## src/rtl/adder_pkg.sv

```systemverilog
// Shared encodings for the bit-serial adder controller.
package adder_pkg;

  typedef enum logic [1:0] {
    IDLE = 2'd0,
    RUN  = 2'd1,
    DONE = 2'd2
  } state_t;

  localparam logic OP_ADD = 1'b0;
  localparam logic OP_SUB = 1'b1;

endpackage

```

## src/rtl/fa_bit.sv

```systemverilog
// One-bit full-adder cell, purely combinational.
module fa_bit (
  input  logic a,
  input  logic b,
  input  logic cin,
  output logic sum,
  output logic cout
);

  // Classic sum/majority carry.
  always_comb begin
    sum  = a ^ b ^ cin;
    cout = (a & b) | (a & cin) | (b & cin);
  end

endmodule

```

## src/rtl/serial_add_ctrl.sv

```systemverilog
// Bit-serial add/subtract controller: one full-adder cell reused for
// WIDTH cycles, LSB first, with start/busy handshake and a done pulse.
module serial_add_ctrl
  import adder_pkg::*;
#(
  parameter int WIDTH = 32
) (
  input  logic             clk,
  input  logic             rst_n,
  input  logic             start,
  input  logic             sub,
  input  logic [WIDTH-1:0] a,
  input  logic [WIDTH-1:0] b,
  input  logic             cin,
  output logic             busy,
  output logic             done,
  output logic [WIDTH-1:0] sum,
  output logic             cout,
  output logic             ovf
);

  localparam int CW = $clog2(WIDTH);
  localparam logic [CW-1:0] CNT_LAST = CW'(WIDTH - 1);
  localparam logic [CW-1:0] CNT_MSB  = CW'(WIDTH - 2);

  state_t           state;
  logic [WIDTH-1:0] a_sh;
  logic [WIDTH-1:0] b_sh;
  logic [WIDTH-1:0] s_sh;
  logic [CW-1:0]    cnt;
  logic             carry;
  logic             c_msb_in;
  logic             fa_s;
  logic             fa_co;

  fa_bit u_fa (
    .a    (a_sh[0]),
    .b    (b_sh[0]),
    .cin  (carry),
    .sum  (fa_s),
    .cout (fa_co)
  );

  // FSM, operand shift registers, bit counter and registered results.
  always_ff @(posedge clk) begin
    if (!rst_n) begin
      state    <= IDLE;
      busy     <= 1'b0;
      done     <= 1'b0;
      sum      <= '0;
      cout     <= 1'b0;
      ovf      <= 1'b0;
      cnt      <= '0;
      a_sh     <= '0;
      b_sh     <= '0;
      s_sh     <= '0;
      carry    <= 1'b0;
      c_msb_in <= 1'b0;
    end else begin
      done <= 1'b0;
      unique case (state)
        // The DONE cycle doubles as an accept slot so a held start
        // sustains one operation every WIDTH+1 cycles.
        IDLE, DONE: begin
          if (start) begin
            a_sh  <= a;
            b_sh  <= (sub == OP_SUB) ? ~b : b;
            carry <= (sub == OP_ADD) ? cin : 1'b1;
            cnt   <= '0;
            busy  <= 1'b1;
            state <= RUN;
          end else begin
            state <= IDLE;
          end
        end
        RUN: begin
          s_sh  <= {fa_s, s_sh[WIDTH-1:1]};
          a_sh  <= {1'b0, a_sh[WIDTH-1:1]};
          b_sh  <= {1'b0, b_sh[WIDTH-1:1]};
          carry <= fa_co;
          if (cnt == CNT_MSB) begin
            c_msb_in <= fa_co;
          end
          if (cnt == CNT_LAST) begin
            sum   <= {fa_s, s_sh[WIDTH-1:1]};
            cout  <= fa_co;
            ovf   <= c_msb_in ^ fa_co;
            busy  <= 1'b0;
            done  <= 1'b1;
            state <= DONE;
          end else begin
            cnt <= cnt + 1'b1;
          end
        end
        default: begin
          busy  <= 1'b0;
          state <= IDLE;
        end
      endcase
    end
  end

endmodule
```

## config.mk

```make
export PLATFORM = sky130hd
export DESIGN_NAME = serial_add_ctrl
export DESIGN_NICKNAME = d
export VERILOG_FILES = /design/src/rtl/adder_pkg.sv /design/src/rtl/fa_bit.sv /design/src/rtl/serial_add_ctrl.sv
export SDC_FILE = /design/constraint.sdc
export NUM_CORES = 1
export LEC_CHECK = 0
export ABC_AREA = 1
export CAP_MARGIN = 30
export CORE_MARGIN = 5
export CORE_UTILIZATION = 57
export CTS_CLUSTER_DIAMETER = 100
export DETAILED_ROUTE_END_ITERATION = 6
export GPL_ROUTABILITY_DRIVEN = 0
export HOLD_SLACK_MARGIN = 0.03
export PLACE_DENSITY_LB_ADDON = 0.08
export SLEW_MARGIN = 20
export SYNTH_ARGS = -nofsm -noshare
export SYNTH_HDL_FRONTEND = slang
export SYNTH_SLANG_ARGS = --single-unit
```

## constraint.sdc

```tcl
create_clock -name clk -period 2.8 [get_ports clk]
set_clock_uncertainty 0.1 [all_clocks]
set_input_delay 0.42 -clock clk [delete_from_list [all_inputs] [get_ports clk]]
set_output_delay 0.42 -clock clk [all_outputs]
set_load 0.03 [all_outputs]
```

==> out/summary.txt <==
Status - finished clean
Initial antenna violation count - 0
Resize count post-CTS - 0
Setup WS post-layout - 0.329 ns
Mapped Cells - 852
Commonest non-fill, non-tap cell in the layout - nand2_1
Pleak - 0.00345 uW
CP arrival - 2.80 ns
Pre-antenna DRT Iters - 5
Worst Tran Pin Value - 0.715 ns
Largest fanout on the critical path - 18
Via Count - 5,631
Die Ht - 112 um
Diodes inserted - 0
Clk_lat worst skew - 0.52 ns
Worst slew margin - 0.523
#FFs+latches synth - 140
Die Wd - 112 um
Syn_area_per_cell - 6.97 um2
Fin Setup TNS - 0 ns
Crit path kind - reg -> reg
Placed Area - 0.00701 mm2
Cell area after layout - 0.00761 mm2
Layout Cells excl Fill - 1,083
GRT Util Overall - 0.231
CTS HTree Levels - 4
Clk slew on worst S/H paths - 0.07 ns
Pre-CTS setup slack - 0.368 ns
Vias per inst - 5.20
DRT Wirelength - 14.3 mm
CP Launch Type - flop
First DRT Iteration DRCs - 378
CTS Root Cell - clkbuf_8
IO Pins - 105
Post-CTS setup buffer count - 0
Final-stage net count - 1,007
Unrepaired setup endpoints after global routing - false
Routed wire per std cell - 13.2 um
Synth cell types - 22
Grt ovf - 0
Post-route clock period utilization - 0.883
Critical Path Max Stage Delay - 0.53 ns
CTS Sinks - 140
Critical Path Sink Type - flop
CTS tree - done
CP Data Required Time - 3.13 ns
Final min period - 2.47 ns
Clk buf depth - 2
Starting Density - 0.581
Largest net degree at the start of global routing - 71
Max-Cap Viols - 0
HPWL Detailed - 9.33 mm
Sequential area share after synthesis - 0.472
Post-route DRC - 0
Hold Crit Class - in -> reg
Core area - 0.0102 mm2
Pins Over Slew Limit - 0
FP Rows - 37
Vias in the first global route - 5,457
CTS Hold Bufs - 0
CP max stage cell - nand2_1
Cell Chain, Critical Path - ha_1, inv_1, nor2_1, ha_1, inv_1, nor2_2, nand2_1, o21ai_0
Die footprint - 0.0126 mm2
Post-route ant nets - 0
Most frequent cells in the layout - 221 x nand2_1, 140 x dfxtp_1, 129 x nor2_1
P&R area growth vs syn - 28.2%
# fillers - 833
Syn Nets - 925
Peak supply drop - 0.000387 V
Global-route wire length before repair - 24.6 mm
Final setup viols - 0
Synth warn - 0
Share of layout cells above drive strength 1 - 0.0771
CTS buffer count - 17
Final Hold Viols - 0
Placed cells - 1,051
Pwr Density - 661 mW/mm2
Max Clk Rate - 0.405 GHz
Port Buffers - 104
Synth Cell Area - 0.00594 mm2
registers in the layout, indices dropped and copies added, names as in the netlist:
signal / count
busy: 1
state: 2
a_sh: 32
ovf: 1
cnt: 5
b_sh: 32
done: 1
c_msb_in: 1
cout: 1
sum: 32
s_sh: 31
carry: 1
cells by family after synthesis:
kind of cell    share of synthesized area
compound gates                      0.110
xor+xnor                          0.00147
fa+ha+maj                         0.00969
buf+inv                            0.0811
flops                               0.472
simple gates                        0.325
metrics by stage:
step,hold slack (ns),total power [uW],utilization
2_1_floorplan,0.331,2580,-
3_3_place_gp,0.341,2750,0.685
3_5_place_dp,0.358,2770,0.685
4_1_cts,0.323,5050,0.744
5_1_grt,0.348,5240,0.744
6_report,0.344,5030,0.744
final cells by class:
cell class	count	area (um2)	area share
clock buffer	17	414	0.0544
clock inverter	15	193	0.0253
inverter	59	221	0.0291
multi-input combinational	597	2670	0.350
sequential	140	2800	0.368
tap	136	170	0.0224
timing repair buffer	119	1140	0.150
cell usage after synthesis (all sizes together):
library cell | count | share of area
nand2 | 223 | 0.14
dfxtp | 140 | 0.47
nor2 | 132 | 0.084
nand3 | 98 | 0.083
inv | 59 | 0.037
a21oi | 56 | 0.047
o21ai | 51 | 0.043
buf | 32 | 0.029
clkbuf | 24 | 0.015
a211oi | 16 | 0.020
or2 | 15 | 0.016
ha | 3 | 0.0063
fa | 1 | 0.0034
nand4 | 1 | 0.0011
xnor2 | 1 | 0.0015
power breakdown:
group	total, uW	switching (uW)	internal (uW)
Clock	2290	970	1320
Sequential	2170	61.5	2110
Combinational	570	332	238
Total	5030	1360	3670
path summary, 6_finish.rpt:
check	startpoint	to	slack (ns)	cells after the start
hold / removal	rst_n	b_sh[30]	0.34	4
setup reg to reg	cnt[1]	cout	0.33	8
hold reg to reg	a_sh[31]	a_sh[31]	0.38	2
setup / recovery	cnt[1]	cout	0.33	8
critical path, delay by kind of cell (launching register included):
kind                     cells  cell delay, ns
AND/OR/NAND/NOR              3            1.05
flip-flops                   1            0.39
adder cells (fa/ha/maj)      2            0.37
AO/OA/AOI/OAI                1            0.34
buffers and inverters        2            0.12
metal layers:
metal  GRT usage  share of wire  vias up
met5           0              0        -
met3      0.0496          0.054       25
met1       0.293           0.43     2563
li1            -              -     2881
met2       0.391           0.50      162
met4      0.0817          0.017        0
Note: power is estimated with default switching activity, not from simulation.
